==> src/rtl/load_store_unit.sv <==
// load_store_unit: RV32I load/store unit with one outstanding data-memory access.
// Accepts one request in IDLE, issues one word-aligned bus access in BUS,
// then presents the formatted load result to the register file in RESP.
// Ports:
//   clk, rst                        rising-edge clock, synchronous active-high reset
//   req_valid/req_ready             request handshake (req_ready only in IDLE)
//   req_is_store, req_funct3        operation kind and RV32I width/sign code
//   req_addr, req_wdata, req_rd     byte address, store data, load destination
//   mem_valid/mem_we/mem_addr       data-memory request (word address)
//   mem_wdata/mem_wstrb             lane-steered store data and byte enables
//   mem_ready/mem_rdata             bus completion and read word
//   wb_en/wb_rd/wb_data             one-cycle register-file write
//   stall                           pipeline hold while an access is in flight
//   misalign_err                    one-cycle pulse for an illegal/misaligned request
module load_store_unit (
  input  logic        clk,
  input  logic        rst,
  input  logic        req_valid,
  output logic        req_ready,
  input  logic        req_is_store,
  input  logic [2:0]  req_funct3,
  input  logic [31:0] req_addr,
  input  logic [31:0] req_wdata,
  input  logic [4:0]  req_rd,
  output logic        mem_valid,
  output logic        mem_we,
  output logic [31:0] mem_addr,
  output logic [31:0] mem_wdata,
  output logic [3:0]  mem_wstrb,
  input  logic        mem_ready,
  input  logic [31:0] mem_rdata,
  output logic        wb_en,
  output logic [4:0]  wb_rd,
  output logic [31:0] wb_data,
  output logic        stall,
  output logic        misalign_err
);

  localparam int unsigned XLEN   = 32;
  localparam int unsigned REG_W  = 5;
  localparam int unsigned STRB_W = 4;

  typedef enum logic [1:0] {IDLE, BUS, RESP} state_t;

  state_t            state, state_next;
  logic              is_store_q;
  logic [2:0]        funct3_q;
  logic [XLEN-1:0]   addr_q;
  logic [XLEN-1:0]   wdata_q;
  logic [REG_W-1:0]  rd_q;
  logic [XLEN-1:0]   rdata_q;
  logic              err_q;

  logic              accept;
  logic              legal;
  logic [XLEN-1:0]   lane;
  logic [XLEN-1:0]   load_fmt;

  assign accept = req_valid && (state == IDLE);

  // Legal width code for the direction, plus natural alignment of the address.
  always_comb begin
    legal = 1'b0;
    case (req_funct3)
      3'b000:  legal = 1'b1;
      3'b001:  legal = ~req_addr[0];
      3'b010:  legal = (req_addr[1:0] == 2'b00);
      3'b100:  legal = ~req_is_store;
      3'b101:  legal = ~req_is_store & ~req_addr[0];
      default: legal = 1'b0;
    endcase
  end

  // State register.
  always_ff @(posedge clk) begin
    if (rst) state <= IDLE;
    else     state <= state_next;
  end

  // Request latch, fault pulse and load-data capture.
  always_ff @(posedge clk) begin
    if (rst) begin
      is_store_q <= 1'b0;
      funct3_q   <= 3'b000;
      addr_q     <= '0;
      wdata_q    <= '0;
      rd_q       <= '0;
      rdata_q    <= '0;
      err_q      <= 1'b0;
    end else begin
      if (accept) begin
        is_store_q <= req_is_store;
        funct3_q   <= req_funct3;
        addr_q     <= req_addr;
        wdata_q    <= req_wdata;
        rd_q       <= req_rd;
      end
      err_q <= accept && !legal;
      if (state == BUS && mem_ready && !is_store_q) rdata_q <= mem_rdata;
    end
  end

  // Bring the addressed byte/halfword down to bit 0, then extend.
  assign lane = rdata_q >> {addr_q[1:0], 3'b000};

  always_comb begin
    load_fmt = '0;
    case (funct3_q)
      3'b000:  load_fmt = {{24{lane[7]}}, lane[7:0]};
      3'b100:  load_fmt = {24'h0, lane[7:0]};
      3'b001:  load_fmt = {{16{lane[15]}}, lane[15:0]};
      3'b101:  load_fmt = {16'h0, lane[15:0]};
      3'b010:  load_fmt = rdata_q;
      default: load_fmt = '0;
    endcase
  end

  // Next-state and output decode; everything is a function of registered state.
  always_comb begin
    state_next   = state;
    req_ready    = 1'b0;
    stall        = 1'b1;
    mem_valid    = 1'b0;
    mem_we       = 1'b0;
    mem_addr     = '0;
    mem_wdata    = '0;
    mem_wstrb    = STRB_W'(0);
    wb_en        = 1'b0;
    wb_rd        = '0;
    wb_data      = '0;
    misalign_err = err_q;

    case (state)
      IDLE: begin
        req_ready = 1'b1;
        stall     = 1'b0;
        if (accept && legal) state_next = BUS;
      end
      BUS: begin
        mem_valid = 1'b1;
        mem_we    = is_store_q;
        mem_addr  = {addr_q[31:2], 2'b00};
        if (is_store_q) begin
          case (funct3_q[1:0])
            2'b00: begin
              mem_wdata = {4{wdata_q[7:0]}};
              mem_wstrb = 4'b0001 << addr_q[1:0];
            end
            2'b01: begin
              mem_wdata = {2{wdata_q[15:0]}};
              mem_wstrb = 4'b0011 << addr_q[1:0];
            end
            default: begin
              mem_wdata = wdata_q;
              mem_wstrb = 4'b1111;
            end
          endcase
        end
        if (mem_ready) state_next = RESP;
      end
      RESP: begin
        if (!is_store_q) begin
          wb_en   = (rd_q != '0);
          wb_rd   = rd_q;
          wb_data = load_fmt;
        end
        state_next = IDLE;
      end
      default: state_next = IDLE;
    endcase
  end

endmodule

==> config.mk <==
export PLATFORM = sky130hd
export DESIGN_NAME = load_store_unit
export DESIGN_NICKNAME = d
export VERILOG_FILES = /design/src/rtl/load_store_unit.sv
export SDC_FILE = /design/constraint.sdc
export NUM_CORES = 1
export LEC_CHECK = 0
export CAP_MARGIN = 20
export CORE_MARGIN = 10
export CORE_UTILIZATION = 39
export CTS_CLUSTER_DIAMETER = 50
export DETAILED_ROUTE_END_ITERATION = 10
export GPL_TIMING_DRIVEN = 1
export PLACE_DENSITY_LB_ADDON = 0.05
export SYNTH_ARGS = -nofsm -noshare
export SYNTH_HDL_FRONTEND = slang
export SYNTH_SLANG_ARGS = --single-unit
==> constraint.sdc <==
create_clock -name clk -period 2.03 [get_ports clk]
set_input_delay 0.3045 -clock clk [delete_from_list [all_inputs] [get_ports clk]]
set_output_delay 0.3045 -clock clk [all_outputs]
set_load 0.05 [all_outputs]
==> impl_metrics.env <==
export IMPL_ys_ff_latch=108
export IMPL_track_usage=0.224
export IMPL_drcViolationCount=0
export IMPL_drt_iter0_drc=324
export IMPL_place_area_um2=9060
export IMPL_drt_wl_total_mm=22.4
export IMPL_grt_use_met2=0.389
export IMPL_fin_ws_ns=-0.338
export IMPL_die_area_um2=18800
export IMPL_violations="setup timing"
export IMPL_clock_sinks=108
export IMPL_synth_cells=749
export IMPL_skew_ns=0.0114
export IMPL_fin_crit_sh=1.17
export IMPL_cp_start_kind="register"
export IMPL_rsz0062_at_grt="true"
export IMPL_io_buffers=217
export IMPL_drt_pass1_iter_count=5
export IMPL_setup_viol=42
export IMPL_fin_crit_ns=2.37
export IMPL_syn_to_final_growth_pct=88.4
export IMPL_dp_hpwl_mm=16.0
export IMPL_peakVddDrop_mv=0.421
export IMPL_endpoint_kind="output port"
export IMPL_met1_usage=0.248
export IMPL_drive_gt1_frac=0.288
export IMPL_syn_area_per_cell_um2=7.15
export IMPL_fp_dieW_um=137
export IMPL_synthesis_area_um2=5360
export IMPL_fin_nets=1072
export IMPL_powerDensity_nw_per_um2=491
export IMPL_ys_seq_area_frac=0.404
export IMPL_clkSlewWorstSetupHoldPaths_ns=0.07
export IMPL_path_max_fanout=8
export IMPL_crit_arrival_ns=2.06
export IMPL_row_count=42
export IMPL_synth_warnings=0
export IMPL_synthArstFlopShare=0
export IMPL_whs_ns=0.359
export IMPL_top_usage_layer="met2"
export IMPL_crit_required_ns=1.73
export IMPL_cap_violations=0
export IMPL_clock_latency_ns=0.36
export IMPL_vias=6026
export IMPL_outcome="finished, violations left"
export IMPL_dp_cells=1118
export IMPL_wl_per_cell_um=19.6
export IMPL_synthFlopType="dfxtp_1"
export IMPL_root_buffer="clkbuf_16"
export IMPL_antenna_found_initial=2
export IMPL_final_cells=1144
export IMPL_design_area_um2=10100
export IMPL_clock_path_buffers=2
export IMPL_relSlewSlack=0.561
export IMPL_grt_pass1_vias=5985
export IMPL_ant_nets=0
export IMPL_cts_hold_buf=0
export IMPL_worst_pin_slew_ns=0.658
export IMPL_vias_per_cell=5.27
export IMPL_leakage_nw=3.66
export IMPL_synth_edf_count=0
export IMPL_place_congestion=0.880
export IMPL_grt_pass1_wl_mm=33.3
export IMPL_fillers=969
export IMPL_io_pins=220
export IMPL_fp_dieH_um=137
export IMPL_overflow=0
export IMPL_total_power_mw=4.95
export IMPL_hp_class="in -> reg"
export IMPL_start_util=0.401
export IMPL_grt_max_degree=63
export IMPL_cts_tree="built"
export IMPL_drv_slew=0
export IMPL_path_class="reg -> out"
export IMPL_grt_util_met3=0.0838
export IMPL_hold_viol=0
export IMPL_ys_types=39
export IMPL_cts_htree_levels=3
export IMPL_cts_buffers=9
export IMPL_max_freq_mhz=422
export IMPL_core_area_um2=13300
export IMPL_post_route_util=0.756
-- registers in the layout (all words and copies together) (netlist names) --
register	count
addr_q	32
funct3_q	3
is_store_q	1
misalign_err	1
rd_q	5
rdata_q	32
state	2
wdata_q	32
-- critical path, cell delays in order (launching register included) --
cell	delay, ns
dfxtp_4	0.36
mux2i_1	0.13
mux2_4	0.28
or4_4	0.43
buf_12	0.18
a31oi_4	0.17
buf_12	0.16
-- final timing paths --
kind | startpoint | to | slack [ns] | cells after the start
worst min-delay path | rst | state[1]$_SDFFE_PP0P_ | 0.36 | 2
worst min register to register | addr_q[12]$_SDFFE_PP0P_ | addr_q[12]$_SDFFE_PP0P_ | 0.45 | 2
worst max register to register | state[1]$_SDFFE_PP0P_ | rdata_q[16]$_SDFFE_PP0P_ | 0.41 | 5
worst max-delay path | addr_q[1]$_SDFFE_PP0P_ | wb_data[12] | -0.34 | 6
-- synth_stat cells, types with 3 or more instances --
cell type  number  area [um2]
inv_1           3        11.3
buf_1           5        18.8
nor2_1         41         154
a21o_2          6        52.6
buf_2           7        35.0
o2bb2ai_1       8        70.1
clkbuf_1       47         176
o21ai_0        18        90.1
nor2b_1         4        25.0
a21o_1         11        82.6
a21oi_1       133         666
and2_1         43         269
a31oi_1         7        43.8
mux2i_1        28         280
nand2_1       245         920
and3_1          9        56.3
dfxtp_1       108        2160
-- power by group --
part,switching [mW],internal (mW)
logic,0.511,0.462
registers,0.0879,2.22
clock network,0.780,0.888
total,1.38,3.57
-- per-layer routing --
layer | vias to the layer above | share of wire
met4 | 2 | 0.024
li1 | 2904 | -
met5 | - | 0.00049
met3 | 41 | 0.085
met1 | 2872 | 0.38
met2 | 207 | 0.51
-- metrics by stage --
stage	TNS, ns	setup slack (ns)
floorplan	-4.20	-0.263
detailed placement	-0.318	-0.0556
global route	-10.59	-0.379
CTS	-7.86	-0.343
finish	-7.68	-0.338
global placement	-0.0916	-0.0143
-- placed cells by master (no fill, tap or decap), types with 12 or more instances in the layout --
cell and count:
and2_1 42, a21oi_1 110, clkbuf_16 12, buf_12 118, clkdlybuf4s50_1 108, a21o_4 17, dfxtp_1 103, o21ai_0 18
nor2_1 19, buf_4 29, a21oi_2 13, nand2_1 238, nor2_4 12, mux2i_1 27
-- timing repair --
action	in CTS	in global routing
endpoints found under the hold margin	0	0
pin swaps	5	16
endpoints found under the setup margin	94	97
buffers inserted	4	2
cloned	1	4
gates resized for setup	84	46
-- cell families (layout without fill, tap and decap cells) --
family / after synthesis / in the layout / synth area share
other: 1 / 4 / 0.000700
and+or+nand+nor: 353 / 353 / 0.283
buffers and inverters: 68 / 284 / 0.0565
DFF: 108 / 108 / 0.404
muxes: 29 / 29 / 0.0544
AOI/OAI and AO/OA: 190 / 190 / 0.202
-- layout make-up --
type	count	area, um2	share of cell area
diodes	2	5.00	0.000496
clock buffers	11	253	0.0250
clock inverters	3	23.8	0.00236
inverters	4	15.0	0.00149
multi-input cells	574	3550	0.352
flip-flops and latches	108	2180	0.216
well taps	176	220	0.0218
repair buffers	266	3850	0.381
(Power assumes the default switching activity.)
